--- config.mk ---
export PLATFORM = sky130hd
export DESIGN_NAME = uart_tx_scheduler
export DESIGN_NICKNAME = d
export VERILOG_FILES = /design/src/rtl/uart_tx_scheduler.sv
export SDC_FILE = /design/constraint.sdc
export NUM_CORES = 1
export LEC_CHECK = 0
export BUFFER_PORTS_ARGS = -buffer_cell sky130_fd_sc_hd__buf_2
export CORE_AREA = 10 10 59 81
export CTS_CLUSTER_SIZE = 25
export DETAILED_ROUTE_END_ITERATION = 6
export DIE_AREA = 0 0 69 91
export GPL_TIMING_DRIVEN = 0
export PLACE_DENSITY = 0.74
export SLEW_MARGIN = 15
export SYNTH_ARGS = -nofsm -noshare
export SYNTH_HDL_FRONTEND = slang
export SYNTH_SLANG_ARGS = --single-unit
--- constraint.sdc ---
create_clock -name clk -period 1.7 [get_ports clk]
set_input_delay 0 -clock clk [delete_from_list [all_inputs] [get_ports clk]]
set_output_delay 0 -clock clk [all_outputs]
set_load 0.02 [all_outputs]
--- src/rtl/uart_tx_scheduler.sv ---
// Round-robin scheduler sharing one UART_TX between NUM_REQ byte producers.
// Launches one frame at a time and follows tx_busy until the frame completes.
module uart_tx_scheduler #(
  parameter int DATA_WIDTH   = 8,
  parameter int NUM_REQ      = 4,
  parameter int BUSY_TIMEOUT = 16,
  localparam int IDW         = (NUM_REQ > 1) ? $clog2(NUM_REQ) : 1
) (
  input  logic                          clk,
  input  logic                          rst_n,
  input  logic [NUM_REQ-1:0]            req_valid,
  input  logic [NUM_REQ*DATA_WIDTH-1:0] req_data,
  output logic [NUM_REQ-1:0]            req_ready,
  input  logic                          tx_busy,
  output logic [DATA_WIDTH-1:0]         tx_p_data,
  output logic                          tx_data_valid,
  output logic [IDW-1:0]                grant_id,
  output logic                          frame_done,
  output logic                          timeout_err,
  input  logic                          err_clr
);

  localparam int CW = (BUSY_TIMEOUT > 2) ? $clog2(BUSY_TIMEOUT) : 1;

  typedef enum logic [1:0] {
    IDLE      = 2'd0,
    LAUNCH    = 2'd1,
    WAIT_BUSY = 2'd2,
    WAIT_DONE = 2'd3
  } state_t;

  state_t                  state_q, state_d;
  logic [IDW-1:0]          rr_ptr_q, rr_ptr_d;
  logic [CW-1:0]           cnt_q, cnt_d;
  logic [DATA_WIDTH-1:0]   p_data_q, p_data_d;
  logic                    dv_q, dv_d;
  logic [NUM_REQ-1:0]      ready_q, ready_d;
  logic [IDW-1:0]          grant_q, grant_d;
  logic                    done_q, done_d;
  logic                    err_q, err_d;

  logic                    win_found_s;
  logic [IDW-1:0]          win_idx_s;
  logic [IDW-1:0]          cand_s;
  logic [DATA_WIDTH-1:0]   win_data_s;

  // Round-robin pick: scanning from farthest to nearest leaves the nearest set bit after rr_ptr.
  always_comb begin
    win_found_s = 1'b0;
    win_idx_s   = '0;
    cand_s      = '0;
    for (int k = NUM_REQ; k >= 1; k--) begin
      cand_s      = IDW'((int'(rr_ptr_q) + k) % NUM_REQ);
      win_idx_s   = req_valid[cand_s] ? cand_s : win_idx_s;
      win_found_s = win_found_s | req_valid[cand_s];
    end
  end

  // Byte of the winning requester.
  always_comb begin
    win_data_s = '0;
    for (int i = 0; i < NUM_REQ; i++) begin
      win_data_s = (win_idx_s == IDW'(i)) ? req_data[i*DATA_WIDTH +: DATA_WIDTH] : win_data_s;
    end
  end

  // Next-state and registered-output logic; timeout set has priority over err_clr.
  always_comb begin
    state_d  = state_q;
    rr_ptr_d = rr_ptr_q;
    cnt_d    = cnt_q;
    p_data_d = p_data_q;
    grant_d  = grant_q;
    dv_d     = 1'b0;
    ready_d  = '0;
    done_d   = 1'b0;
    if (err_clr) begin
      err_d = 1'b0;
    end else begin
      err_d = err_q;
    end
    case (state_q)
      IDLE: begin
        if (win_found_s && !tx_busy) begin
          p_data_d = win_data_s;
          ready_d  = NUM_REQ'(1'b1) << win_idx_s;
          dv_d     = 1'b1;
          grant_d  = win_idx_s;
          rr_ptr_d = win_idx_s;
          state_d  = LAUNCH;
        end else begin
          state_d = IDLE;
        end
      end
      LAUNCH: begin
        cnt_d   = '0;
        state_d = WAIT_BUSY;
      end
      WAIT_BUSY: begin
        if (tx_busy) begin
          state_d = WAIT_DONE;
        end else if (cnt_q == CW'(BUSY_TIMEOUT - 1)) begin
          err_d   = 1'b1;
          state_d = IDLE;
        end else begin
          cnt_d = cnt_q + CW'(1);
        end
      end
      WAIT_DONE: begin
        if (!tx_busy) begin
          done_d  = 1'b1;
          state_d = IDLE;
        end else begin
          state_d = WAIT_DONE;
        end
      end
      default: state_d = IDLE;
    endcase
  end

  // State and output registers.
  always_ff @(posedge clk or negedge rst_n) begin
    if (!rst_n) begin
      state_q  <= IDLE;
      rr_ptr_q <= IDW'(NUM_REQ - 1);
      cnt_q    <= '0;
      p_data_q <= '0;
      dv_q     <= 1'b0;
      ready_q  <= '0;
      grant_q  <= '0;
      done_q   <= 1'b0;
      err_q    <= 1'b0;
    end else begin
      state_q  <= state_d;
      rr_ptr_q <= rr_ptr_d;
      cnt_q    <= cnt_d;
      p_data_q <= p_data_d;
      dv_q     <= dv_d;
      ready_q  <= ready_d;
      grant_q  <= grant_d;
      done_q   <= done_d;
      err_q    <= err_d;
    end
  end

  assign tx_p_data     = p_data_q;
  assign tx_data_valid = dv_q;
  assign req_ready     = ready_q;
  assign grant_id      = grant_q;
  assign frame_done    = done_q;
  assign timeout_err   = err_q;

endmodule

==> flow_summary.ini <==
[outcome]
status = finished with violations
violations = negative setup slack

[drt]
drt-pass1-iter-count = 4
vias = 1151
drtIter0Drc = 23
drt-total-wl_um = 3700
routedWlPerCell_um = 16.4
drtAntennaViolNets = 0
drc = 0
viasPerCell = 5.09

[pwr]
irDropWorstVdd_mv = 1.16
p_int_mw = 1.94
p_switching_mw = 1.14
clockPowerShare_pct = 11.2
p_seq_share_pct = 31.3
power.total_mw = 3.07
p_leak_nw = 0.981
swShare_pct = 37.0
power.density_nw_per_um2 = 1600
combPwrFrac_pct = 57.5

[synthesis]
synth-seq-cells = 25
synthesis.instances = 117
syn-mean-instance-area_um2 = 11.6
synth_area_um2 = 1350
yosysWarnings = 0
seq_area_frac_synth_pct = 46.4
ys_types = 29
synth_nets = 158

[timing]
relSlewSlack_pct = 63.4
fmax_mhz = 560
worstMarginPinSlew_ns = 0.550
rsz0062_at_grt = true
skew_ns = 0.00497
setup_slack_ns = -0.0850
period_share_pct = 105
fin_hold_ws_ns = 0.171
finalCriticalPeriod_ns = 1.79
final-hold-violation-count = 0
setup_violations = 8
slew_violations = 0

[global_route]
grt_antenna_before_repair = 0
track_usage_pct = 11.4
grt_start_max_net_pins = 26
grt_pass1_wl_um = 6130
gr-total-overflow = 0
first_global_vias = 1237

[die]
start_util_pct = 40.8
fp.coreArea_um2 = 3320
die_y_um = 91
rows = 25
ioPinCount = 57
die_area_um2 = 6280
die_x_um = 69

[setup_path]
critical_path_cell_count = 7
crit_fanout = 7
crit_slowest_cell = dfstp_2
crit_type = register to register
cp_slowest_stage_delay_ns = 0.57
crit_buf_inv = 2
cp-end-kind = register
crit_chain = nor3b_2, a211oi_2, buf_6, buf_12, mux2i_2, mux2i_1, mux2_2
critPathArrivalTime_ns = 1.93
worstRegToRegCells = 7
start_kind = register
worst_ep_required_time_ns = 1.85
crit_family = multiplexers

[clock_network]
clk-insertion-delay-late_ns = 0.26
cts.root.buffer_cell = clkbuf_8
clock_sinks = 25
cts_tree = built
cts_max_level = 1
numCtsBuffers = 3
cts.path.max_buffers = 2
clk_pin_slew_worst_paths_ns = 0.09

[final_layout]
drive_gt1_share_pct = 49.5
final_core_util_pct = 58.0
area_delta_synth_final_pct = 42.3
final_cells = 226
num_antenna_cells = 0
layout.nets = 228

[placement]
io_buffers = 56
routabilityCongestion = 0.734
post-place-ws_ns = -0.174
dp_hpwl_um = 2820
post-place-cells = 213

[run]
cap_violations = 0

[min_path]
holdPathStages = 4
hold_path.class = primary input to register
[layer usage]
layer | track usage (%) | routed length, µm
met1 | 13.3 | 1480
met2 | 20.1 | 1980
met3 | 2.61 | 171
met4 | 3.54 | 59
met5 | 0 | 0
[power by group through the flow]
stage / registers (mW) / logic (mW) / clock network (mW)
global placement: 0.956 / 1.38 / 0
floorplan: 1.14 / 0.853 / 0
global route: 0.996 / 1.90 / 0.372
detailed placement: 0.973 / 1.42 / 0
finish: 0.963 / 1.77 / 0.344
CTS: 0.964 / 1.68 / 0.349
[repair_timing]
action                                  CTS  global route
pin swaps                                 2             1
setup buffers                             6             0
resized for setup                         8             8
cloned                                    0             1
endpoints found under the setup margin    8            11
hold buffers                              3             0
endpoints found under the hold margin    25             0
[logic make-up (layout without fill, tap and decap cells)]
| logic type | after synthesis | count (layout) | synth area share, % |
|---|---|---|---|
| muxes | 34 | 34 | 26.1 |
| AOI/OAI and AO/OA | 15 | 15 | 8.70 |
| and+or+nand+nor | 30 | 30 | 11.7 |
| buffers and inverters | 12 | 81 | 6.20 |
| adders and majority gates | 1 | 1 | 0.925 |
| DFF | 25 | 25 | 46.4 |
[registers in the layout, summed over array words and instances, names as in the netlist]
name / flops
state_q: 2
grant_id: 2
tx_data_valid: 1
rr_ptr_q: 2
cnt_q: 4
timeout_err: 1
tx_p_data: 8
frame_done: 1
req_ready: 4
[worst reg2reg max path: stages, from the launching register on]
cell	delay [ns]
dfstp_2	0.57
nor3b_2	0.06
a211oi_2	0.17
buf_6	0.17
buf_12	0.13
mux2i_2	0.21
mux2i_1	0.10
mux2_2	0.27
[path summary, 6_finish.rpt]
path	startpoint	to	slack (ns)
max	rr_ptr_q[1]	tx_p_data[0]	-0.09
min in group asynchronous	rst_n	tx_data_valid	0.25
max in group asynchronous	rst_n	rr_ptr_q[0]	1.08
min reg2reg	tx_p_data[7]	tx_p_data[7]	0.51
min	req_data[3]	tx_p_data[3]	0.17
max reg2reg	rr_ptr_q[1]	tx_p_data[0]	-0.09
[synth_stat cells (all sizes together)]
library cell	number	area, µm²
inv	6	22.5
a21oi	3	15.0
ha	1	12.5
nor2b	2	12.5
dfstp	2	52.6
mux2	10	113
o21a	1	7.51
o22ai	1	6.26
a2111oi	1	27.5
o31ai	1	7.51
nand2b	6	40.0
buf	5	57.6
nor3b	1	12.5
o21ai	5	25.0
dfrtp	23	576
nor3	3	15.0
a211o	1	8.76
nand2	5	18.8
o211ai	1	7.51
clkbuf	1	3.75
a211oi	1	12.5
nand3	6	30.0
nor2	7	28.8
mux2i	24	240
[cells in the final DEF, fill, tap and decap left out, types with 2 or more instances in the layout]
cell           instances
a21oi_1                3
buf_12                 3
buf_2                 56
buf_4                  4
buf_6                  2
clkbuf_1               2
clkbuf_8               3
dfrtp_1               23
dfstp_2                2
dlygate4sd3_1          3
inv_1                  6
mux2_2                 3
mux2_4                 7
mux2i_1               21
mux2i_2                2
nand2_1                5
nand2b_1               5
nand3_1                6
nor2_1                 6
nor2b_1                2
nor3_1                 3
o21ai_0                4
[cell type report]
class	count	area (µm²)
fill	301	1390
multi-input combinational	80	712
sequential	25	628
timing repair buffer	66	409
buffer	5	57.6
tap	40	50.0
clock buffer	4	45.0
inverter	6	22.5
[stage by stage]
stage	setup TNS, ns	instance area (µm²)
floorplan	0	1360
global placement	-0.907	1690
detailed placement	-1.27	1690
CTS	-0.785	1870
global route	-1.06	1920
finish	-0.468	1920
Power figures use the tool's default switching activity.
